## config.mk

```make
export PLATFORM = sky130hd
export DESIGN_NAME = lsu
export DESIGN_NICKNAME = d
export VERILOG_FILES = /design/src/rtl/lsu.sv
export SDC_FILE = /design/constraint.sdc
export NUM_CORES = 1
export LEC_CHECK = 0
export CELL_PAD_IN_SITES_DETAIL_PLACEMENT = 1
export CELL_PAD_IN_SITES_GLOBAL_PLACEMENT = 1
export CORE_MARGIN = 4
export CORE_UTILIZATION = 33
export DETAILED_ROUTE_END_ITERATION = 6
export PLACE_DENSITY_LB_ADDON = 0.2
export SLEW_MARGIN = 0
export SYNTH_ARGS = -nofsm -noshare
export SYNTH_HDL_FRONTEND = slang
export SYNTH_SLANG_ARGS = --single-unit
```

## constraint.sdc

```tcl
create_clock -name clk_i -period 2.55 [get_ports clk_i]
set_input_delay 0.3825 -clock clk_i [delete_from_list [all_inputs] [get_ports clk_i]]
set_output_delay 0.3825 -clock clk_i [all_outputs]
set_load 0.01 [all_outputs]
```

## src/rtl/lsu.sv

```systemverilog
`default_nettype none
// ============================================================================
// Module   : lsu
// Purpose  : Multi-cycle RV32I load/store unit. It accepts one access from
//            the MEMORY stage and runs a single req/ack data-bus transaction.
//            It returns an aligned, sign/zero-extended load result for
//            write-back, and reports misalignment, illegal funct3 and bus
//            timeout.
// Ports    : clk_i, rst_ni            - clock, async active-low reset
//            start_i, is_load_i,      - access request and its operands
//            is_store_i, funct3_i,
//            addr_i, store_data_i
//            mem_req_o .. mem_be_o    - registered data-bus request
//            mem_rdata_i, mem_ack_i   - data-bus response
//            load_result_o            - extended load value (held)
//            done_o, err_code_o       - completion pulse and status
// Revision : 1.0 - initial release
// ============================================================================
module lsu #(
  parameter int TIMEOUT_CYCLES = 255
) (
  input  logic        clk_i,
  input  logic        rst_ni,
  input  logic        start_i,
  input  logic        is_load_i,
  input  logic        is_store_i,
  input  logic [2:0]  funct3_i,
  input  logic [31:0] addr_i,
  input  logic [31:0] store_data_i,
  output logic        mem_req_o,
  output logic        mem_we_o,
  output logic [31:0] mem_addr_o,
  output logic [31:0] mem_wdata_o,
  output logic [3:0]  mem_be_o,
  input  logic [31:0] mem_rdata_i,
  input  logic        mem_ack_i,
  output logic [31:0] load_result_o,
  output logic        done_o,
  output logic [1:0]  err_code_o
);

  localparam logic [7:0] TIMEOUT_LIMIT = 8'(TIMEOUT_CYCLES);

  localparam logic [1:0] ERR_NONE     = 2'b00;
  localparam logic [1:0] ERR_MISALIGN = 2'b01;
  localparam logic [1:0] ERR_FUNCT3   = 2'b10;
  localparam logic [1:0] ERR_TIMEOUT  = 2'b11;

  typedef enum logic [1:0] {
    S_IDLE = 2'd0,
    S_REQ  = 2'd1,
    S_DONE = 2'd2
  } state_e;

  state_e      state_q, state_d;
  logic [7:0]  cnt_q, cnt_d;
  logic [1:0]  off_q, off_d;       // captured byte offset for load extraction
  logic [2:0]  funct3_q, funct3_d;
  logic        is_load_q, is_load_d;
  logic        req_q, req_d;
  logic        we_q, we_d;
  logic [31:0] addr_q, addr_d;
  logic [31:0] wdata_q, wdata_d;
  logic [3:0]  be_q, be_d;
  logic [31:0] result_q, result_d;
  logic        done_q, done_d;
  logic [1:0]  err_q, err_d;

  // Shift the addressed byte/halfword to bit 0, then extend per funct3.
  function automatic logic [31:0] extract_load(input logic [31:0] rdata,
                                               input logic [1:0]  off,
                                               input logic [2:0]  f3);
    logic [31:0] sh;
    logic [31:0] res;
    sh = rdata >> {off, 3'b000};
    case (f3)
      3'b000:  res = {{24{sh[7]}}, sh[7:0]};
      3'b001:  res = {{16{sh[15]}}, sh[15:0]};
      3'b100:  res = {24'h0, sh[7:0]};
      3'b101:  res = {16'h0, sh[15:0]};
      default: res = rdata;
    endcase
    return res;
  endfunction

  logic       load_sel;
  logic       store_sel;
  logic       illegal_f3;
  logic       misaligned;
  logic [7:0] cnt_inc;

  always_comb begin
    // is_load_i takes priority when both type bits are set.
    load_sel  = is_load_i;
    store_sel = is_store_i & ~is_load_i;

    illegal_f3 = 1'b0;
    if (load_sel) begin
      illegal_f3 = !(funct3_i inside {3'b000, 3'b001, 3'b010, 3'b100, 3'b101});
    end else if (store_sel) begin
      illegal_f3 = !(funct3_i inside {3'b000, 3'b001, 3'b010});
    end

    misaligned = ((funct3_i[1:0] == 2'b01) && addr_i[0]) ||
                 ((funct3_i[1:0] == 2'b10) && (addr_i[1:0] != 2'b00));

    cnt_inc = cnt_q + 8'd1;
  end

  always_comb begin
    state_d   = state_q;
    cnt_d     = cnt_q;
    off_d     = off_q;
    funct3_d  = funct3_q;
    is_load_d = is_load_q;
    req_d     = req_q;
    we_d      = we_q;
    addr_d    = addr_q;
    wdata_d   = wdata_q;
    be_d      = be_q;
    result_d  = result_q;
    done_d    = 1'b0;
    err_d     = err_q;

    case (state_q)
      S_IDLE: begin
        if (start_i) begin
          off_d     = addr_i[1:0];
          funct3_d  = funct3_i;
          is_load_d = load_sel;
          err_d     = ERR_NONE;
          if (illegal_f3) begin
            err_d   = ERR_FUNCT3;
            done_d  = 1'b1;
            state_d = S_DONE;
          end else if ((load_sel || store_sel) && misaligned) begin
            err_d   = ERR_MISALIGN;
            done_d  = 1'b1;
            state_d = S_DONE;
          end else if (!(load_sel || store_sel)) begin
            done_d  = 1'b1;
            state_d = S_DONE;
          end else begin
            req_d   = 1'b1;
            we_d    = store_sel;
            addr_d  = {addr_i[31:2], 2'b00};
            cnt_d   = 8'd0;
            state_d = S_REQ;
            if (load_sel) begin
              be_d = 4'b1111;
            end else begin
              case (funct3_i[1:0])
                2'b00: begin
                  wdata_d = {4{store_data_i[7:0]}};
                  be_d    = 4'b0001 << addr_i[1:0];
                end
                2'b01: begin
                  wdata_d = {2{store_data_i[15:0]}};
                  be_d    = addr_i[1] ? 4'b1100 : 4'b0011;
                end
                default: begin
                  wdata_d = store_data_i;
                  be_d    = 4'b1111;
                end
              endcase
            end
          end
        end
      end

      S_REQ: begin
        cnt_d = cnt_inc;
        // An ack in the timeout cycle is still a successful access.
        if (mem_ack_i) begin
          req_d   = 1'b0;
          done_d  = 1'b1;
          err_d   = ERR_NONE;
          state_d = S_DONE;
          if (is_load_q) begin
            result_d = extract_load(mem_rdata_i, off_q, funct3_q);
          end
        end else if (cnt_inc == TIMEOUT_LIMIT) begin
          req_d   = 1'b0;
          done_d  = 1'b1;
          err_d   = ERR_TIMEOUT;
          state_d = S_DONE;
        end
      end

      S_DONE: begin
        state_d = S_IDLE;
      end

      default: begin
        req_d   = 1'b0;
        state_d = S_IDLE;
      end
    endcase
  end

  always_ff @(posedge clk_i or negedge rst_ni) begin
    if (!rst_ni) begin
      state_q   <= S_IDLE;
      cnt_q     <= 8'd0;
      off_q     <= 2'b00;
      funct3_q  <= 3'b000;
      is_load_q <= 1'b0;
      req_q     <= 1'b0;
      we_q      <= 1'b0;
      addr_q    <= 32'h0;
      wdata_q   <= 32'h0;
      be_q      <= 4'h0;
      result_q  <= 32'h0;
      done_q    <= 1'b0;
      err_q     <= 2'b00;
    end else begin
      state_q   <= state_d;
      cnt_q     <= cnt_d;
      off_q     <= off_d;
      funct3_q  <= funct3_d;
      is_load_q <= is_load_d;
      req_q     <= req_d;
      we_q      <= we_d;
      addr_q    <= addr_d;
      wdata_q   <= wdata_d;
      be_q      <= be_d;
      result_q  <= result_d;
      done_q    <= done_d;
      err_q     <= err_d;
    end
  end

  assign mem_req_o     = req_q;
  assign mem_we_o      = we_q;
  assign mem_addr_o    = addr_q;
  assign mem_wdata_o   = wdata_q;
  assign mem_be_o      = be_q;
  assign load_result_o = result_q;
  assign done_o        = done_q;
  assign err_code_o    = err_q;

endmodule
`default_nettype wire

```

==> metrics.csv, run 1 <==
stage;metric;value;unit
logic_synthesis;EDFF count, synth;0;
final_layout;layout cells sized above 1;13.3;%
logic_synthesis;Post-Synth Adder-Cell Area;0.451;%
final_layout;# fillers;1817;
global_route;largest net degree at the start of global routing;72;
detailed_routing;Post-Route WL;17800;microns
timing;Max Transition Viols Final;0;
logic_synthesis;largest family of logic cells by synthesized area;compound AO/OA/AOI/OAI gates;
logic_synthesis;asr flop ratio synth;100;%
timing;Final period util;84.9;%
power_and_ir_drop;maximum vdd ir drop;0.457;mV
hold_path;Hold Path Class;in -> async;
clock_tree;worst skew pair latency;410;ps
global_route;met2 usage in global routing;31.6;%
clock_tree;H-tree depth;4;
timing;post-layout minimum cycle time;2170;ps
global_route;GR Util met1;23.2;%
placed_design;post-place setup slack;18.9;ps
worst_setup_path;CP bufs+invs;2;
power_and_ir_drop;Pleak;0.00366;uW
worst_setup_path;Worst Setup SP;funct3_i[1];
detailed_routing;DR vias/cell;4.92;
timing;RSZ-0062 raised after global routing;no;
timing;setup_tns;0;ps
logic_synthesis;Synth Area in Compound Gates;14.6;%
detailed_routing;DRC;0;
run;Max-Cap Viols;0;
logic_synthesis;post-synthesis cell area;5550;sq um
detailed_routing;Antenna Violating Nets Remaining;0;
logic_synthesis;Post-Synthesis Cells;545;
worst_setup_path;critical path's slowest cell;nor2_1;
clock_tree;Num CTS Buffers;17;
timing;Finish-stage setup viols;0;
floorplan;Die Width;138;microns
logic_synthesis;Synth area leaders;dfrtp_1 54%, mux2_2 6.1%, mux2i_1 6.0%, nand2_1 5.5%, nor2_1 3.9%;
final_layout;nets;869;
timing;Final Hold Fails;0;
logic_synthesis;Seq cells post-synth;119;
logic_synthesis;ys flop type;dfrtp_1;
clock_tree;TritonCTS clock tree;done;
global_route;vias in the first global route;5324;
placed_design;IO Port Bufs;207;
logic_synthesis;share of the synthesized area in the top cell type;53.7;%
clock_tree;CTS max path bufs;2;
global_route;met3 GRT Util;5.92;%
global_route;initial antenna violation count;0;
worst_setup_path;Worst Setup Start Kind;primary input;
floorplan;Starting Density;33.6;%
worst_setup_path;Critical Path RT;2830;ps
logic_synthesis;Synth cell types;44;
timing;relative slew slack;33.2;%
worst_setup_path;Cell Chain, Critical Path;clkdlybuf4s50_1 -> buf_4 -> nor2_1 -> mux2i_1 -> o21ai_1;
logic_synthesis;Post-Synth Simple-Gate Area;12.5;%
detailed_routing;via count;4892;
global_route;global-route wire length before repair;27900;microns
global_route;GR peak layer;met2;
clock_tree;setup bufs post-CTS;0;
floorplan;die area;19000;sq um
detailed_routing;DRT iter0 DRCs;205;
clock_tree;Clock Sinks;119;
logic_synthesis;register area share after synthesis;53.7;%
final_layout;Area Growth Syn to Fin;53.6;%
timing;fmax;0.462;GHz
power_and_ir_drop;power density over the cells;1010;nW/um^2
run_status;outcome;finished, final reports clean;
global_route;total track usage;18.9;%
logic_synthesis;cell taking the most area after synthesis;dfrtp_1;
logic_synthesis;mux contribution to synthesized area;14.6;%
floorplan;# rows;47;
worst_setup_path;Largest stage delay, worst path;780;ps
timing;actual slew at the worst max-slew pin;998;ps
worst_setup_path;CP arrival;2450;ps
timing;final worst slack;385;ps
floorplan;core area;16500;sq um
worst_setup_path;worst-path maximum fanout;16;
logic_synthesis;yosys warns;0;
worst_setup_path;Worst setup EP type;register;
logic_synthesis;mean area per synthesized cell;10.2;sq um
detailed_routing;drt wl/cell;17.9;microns
worst_setup_path;CP top delay family;buffers and inverters;
clock_tree;root buf cell;clkbuf_16;
clock_tree;cts repair resizes;0;
worst_setup_path;critical path class;in -> reg;
worst_setup_path;RR Startpoint;state_q[1];
detailed_routing;drt pass-1 iters;4;
floorplan;die height;138;microns
timing;Clock Skew;5.03;ps
placed_design;GPL Wtd Cong;0.841;
floorplan;# IOs;210;
logic_synthesis;Post-Synth XOR/XNOR Area;0.158;%
global_route;GRT Residual Overflow;0;
placed_design;post-DP HPWL;13400;microns
clock_tree;CTS Hold Bufs;1;
clock_tree;Reg clk slew, reported paths;60;ps
final_layout;Antenna Cells;0;
==> flip-flops by register name, summed over array words and instances, names as in the netlist <==
name           cells
off_q              2
mem_req_o          1
mem_wdata_o       32
mem_addr_o        30
cnt_q              8
state_q            2
is_load_q          1
load_result_o     32
mem_be_o           4
mem_we_o           1
done_o             1
funct3_q           3
err_code_o         2
==> kinds of logic after synthesis <==
kind of cell | Yosys count
compound gates | 143
xor+xnor | 1
fa+ha+maj | 2
buf+inv | 43
flops | 119
mux | 72
other cells | 1
simple gates | 164
==> worst reg2reg max path: stages, from the launching register on <==
cell and delay (ps):
dfrtp_1 410, nand2b_4 160, or2_1 230, or4_4 750
buf_4 290, nand2_1 70, o21ai_1 70
==> report_power, final <==
group,internal (uW),switching (uW)
sequential,2580,438
combinational,1830,1390
clock,1460,936
==> cells in the mapped netlist (all sizes together) (2+ instances only) <==
cell       n
a22oi      7
o21ai     64
ha         2
nand3b     2
a21oi     41
mux2      38
mux2i     33
and3       2
o21bai     2
buf       21
nand4      4
o311a      2
nand2     82
nor2b      3
a31oi      9
dfrtp    119
nand3      2
clkbuf    15
inv        7
nand2b     7
nor3       3
o22ai     10
o2bb2ai    2
nor2      57
==> layout by cell type (no fill, tap or decap), types with 17 or more instances in the layout <==
cell,synthesis,layout
o21ai_0,40,40
buf_4,5,24
dfrtp_1,119,119
clkbuf_16,0,17
mux2_2,30,30
mux2i_1,33,33
a21oi_1,40,40
nand2_1,82,82
nor2_1,57,57
o21ai_1,24,24
clkdlybuf4s50_1,0,206
==> final cells by class <==
type / count / area (sq um) / area share [%]
clock buffers: 17 / 425 / 4.99
clock inverters: 15 / 166 / 1.95
inverters: 7 / 26.3 / 0.308
multi-input cells: 384 / 2360 / 27.7
flip-flops and latches: 119 / 2980 / 34.9
well taps: 220 / 275 / 3.23
repair buffers: 233 / 2290 / 26.9
==> through the flow <==
stage | total power (uW) | cell area (sq um) | hold slack, ps | cells | utilization, %
detailed placement | 6310 | 7920 | 204 | 962 | 47.9
global placement | 6180 | 7920 | 203 | 962 | 47.9
finish | 8630 | 8520 | 325 | 995 | 51.6
floorplan | 4320 | 5550 | 86.9 | 546 | -
CTS | 8770 | 8520 | 318 | 995 | 51.6
global route | 9170 | 8520 | 336 | 995 | 51.6
==> layer usage <==
metal  vias to the layer above  wire length (microns)
li1                       2331                      -
met1                      2389                   7480
met2                       145                   8680
met3                        27                   1320
met4                         0                    337
met5                         -                      0
==> worst paths after layout <==
kind / slack [ps] / depth (start not counted) / to
max in group asynchronous: 1490 / 3 / mem_addr_o[2]
min in group clk_i: 490 / 2 / mem_wdata_o[14]
hold / removal: 320 / 2 / load_result_o[20]
setup reg to reg: 470 / 6 / mem_wdata_o[29]
setup / recovery: 380 / 5 / mem_wdata_o[9]
hold reg to reg: 490 / 2 / mem_wdata_o[14]
(Power assumes the default switching activity.)
==> inputs of run 2 (changes only) <==
clock period = 2 ns   (was 2.55 ns; I/O delays follow)
==> metrics.csv, run 2 (synthesized netlist as in run 1, its figures left out) <==
stage;metric;value;unit;change
timing;Final Hold Fails;0;;unchanged
floorplan;die height;138;microns;unchanged
detailed_routing;Post-Route WL;18300;microns;was 17800 microns
clock_tree;root buf cell;clkbuf_16;;unchanged
worst_setup_path;critical path class;reg -> reg;;was in -> reg
run_status;outcome;finished, final reports clean;;unchanged
final_layout;Area Growth Syn to Fin;57.8;%;was 53.6%
detailed_routing;WL met1;7730;microns;was 7480 microns
detailed_routing;Antenna Violating Nets Remaining;0;;unchanged
detailed_routing;DR vias/cell;4.91;;was 4.92
detailed_routing;DRT iter0 DRCs;205;;unchanged
timing;Finish-stage setup viols;0;;unchanged
clock_tree;worst skew pair latency;420;ps;was 410 ps
final_layout;most common cell after layout, fill and taps aside;clkdlybuf4s50_1;;unchanged
global_route;total track usage;19.0;%;was 18.9%
worst_setup_path;Worst Setup Start Kind;register;;was primary input
clock_tree;H-tree depth;4;;unchanged
worst_setup_path;Critical Path RT;2300;ps;was 2830 ps
worst_setup_path;Largest stage delay, worst path;410;ps;was 780 ps
detailed_routing;via count;4985;;was 4892
timing;relative slew slack;42.7;%;was 33.2%
timing;final worst slack;42.2;ps;was 385 ps
worst_setup_path;CP arrival;2250;ps;was 2450 ps
worst_setup_path;most used cell, CP;buf_12;;
final_layout;Antenna Cells;0;;unchanged
clock_tree;Num CTS Buffers;17;;unchanged
worst_setup_path;Worst setup EP type;register;;unchanged
worst_setup_path;Cell Chain, Critical Path;nand2b_4 -> or2_1 -> buf_4 -> nor3_4 -> buf_12 -> buf_12 -> mux2_2;;was clkdlybuf4s50_1 -> buf_4 -> nor2_1 -> mux2i_1 -> o21ai_1
timing;Clock Skew;8.10;ps;was 5.03 ps
timing;actual slew at the worst max-slew pin;856;ps;was 998 ps
placed_design;IO Port Bufs;207;;unchanged
detailed_routing;met3 wire length;1210;microns;was 1320 microns
timing;fmax;0.511;GHz;
global_route;GRT Residual Overflow;0;;unchanged
worst_setup_path;CP bufs+invs;3;;was 2
timing;setup_tns;0;ps;unchanged
final_layout;most frequent cells in the layout;206 x clkdlybuf4s50_1, 119 x dfrtp_1, 82 x nand2_1;;unchanged
worst_setup_path;CP top delay family;simple AND/OR/NAND/NOR gates;;was buffers and inverters
placed_design;dpl cell area;8090;sq um;was 7920 sq um
placed_design;post-place setup slack;-346;ps;was 18.9 ps
detailed_routing;drt pass-1 iters;4;;unchanged
timing;Max Transition Viols Final;0;;unchanged
detailed_routing;Max Used Layer;met4;;unchanged
final_layout;layout cells sized above 1;15.5;%;was 13.3%
floorplan;Starting Density;33.6;%;unchanged
power_and_ir_drop;maximum vdd ir drop;0.732;mV;was 0.457 mV
final_layout;Final Cell Area;8760;sq um;was 8520 sq um
timing;Final period util;97.9;%;
clock_tree;CTS max path bufs;2;;unchanged
final_layout;nets;889;;was 869
detailed_routing;drt wl/cell;18.0;microns;was 17.9 microns
timing;post-layout minimum cycle time;1960;ps;
clock_tree;Reg clk slew, reported paths;60;ps;about the same
power_and_ir_drop;Pleak;0.00378;uW;was 0.00366 uW
worst_setup_path;worst-path maximum fanout;16;;unchanged
floorplan;die area;19000;sq um;unchanged
placed_design;post-DP HPWL;13700;microns;was 13400 microns
run;Max-Cap Viols;0;;unchanged
global_route;global-route wire length before repair;28100;microns;was 27900 microns
floorplan;Die Width;138;microns;unchanged
clock_tree;TritonCTS clock tree;done;;unchanged
hold_path;Hold Path Class;in -> async;;unchanged
detailed_routing;DRC;0;;unchanged
detailed_routing;WL met2;9060;microns;was 8680 microns
global_route;largest net degree at the start of global routing;50;;was 72
floorplan;# IOs;210;;unchanged
power_and_ir_drop;power density over the cells;1280;nW/um^2;was 1010 nW/um^2
floorplan;# rows;47;;unchanged
clock_tree;Clock Sinks;119;;unchanged
worst_setup_path;critical path's slowest cell;dfrtp_1;;was nor2_1
floorplan;core area;16500;sq um;unchanged
global_route;vias in the first global route;5434;;was 5324
global_route;initial antenna violation count;0;;unchanged
placed_design;GPL Wtd Cong;0.806;;was 0.841
-- run 2: timing repair --
item                       CTS  global route
gates cloned                 0             1
hold buffers                 1             0
pin swaps                    1             1
setup endpoints to repair    7            28
hold endpoints to repair    30             0
setup buffers                0             2
gates resized for setup      0             3
-- run 2: area by class of cell --
class                           instances  area [sq um]
Inverter                                7          26.3
Timing Repair Buffer                  253          2520
Tap cell                              220           275
Multi-Input combinational cell        384          2360
Fill cell                            1763          7760
Sequential cell                       119          2980
Clock inverter                         14           164
Clock buffer                           18           439
-- run 2: final timing paths --
check | startpoint | end | slack, ps | cells after the start
worst max-delay path | state_q[1] | mem_addr_o[20] | 40 | 7
worst min-delay path | rst_ni | load_result_o[20] | 380 | 2
worst max register to register | state_q[1] | mem_addr_o[20] | 40 | 7
worst min register to register | funct3_q[2] | funct3_q[2] | 480 | 2
max in group asynchronous | rst_ni | load_result_o[16] | 960 | 3
min in group clk_i | funct3_q[2] | funct3_q[2] | 480 | 2
-- run 2: through the flow --
stage / hold slack [ps] / instances / utilization (%) / total power, uW
after floorplan: 4.41 / 546 / - / 5500
after global placement: 282 / 979 / 48.9 / 7950
after detailed placement: 285 / 979 / 48.9 / 8120
after CTS: 376 / 1012 / 52.7 / 11300
after global routing: 423 / 1015 / 53.0 / 11800
final: 378 / 1015 / 53.0 / 11200
-- run 2: per-layer routing --
layer / global-route usage, % / up-vias
li1: - / 2373
met1: 23.8 / 2438
met2: 31.9 / 156
met3: 5.44 / 18
met4: 6.04 / 0
met5: 0 / -
-- run 2: power breakdown --
group | total, uW | internal [uW] | switching (uW)
clock | 3100 | 1900 | 1200
sequential | 3830 | 3290 | 542
combinational | 4240 | 2410 | 1830
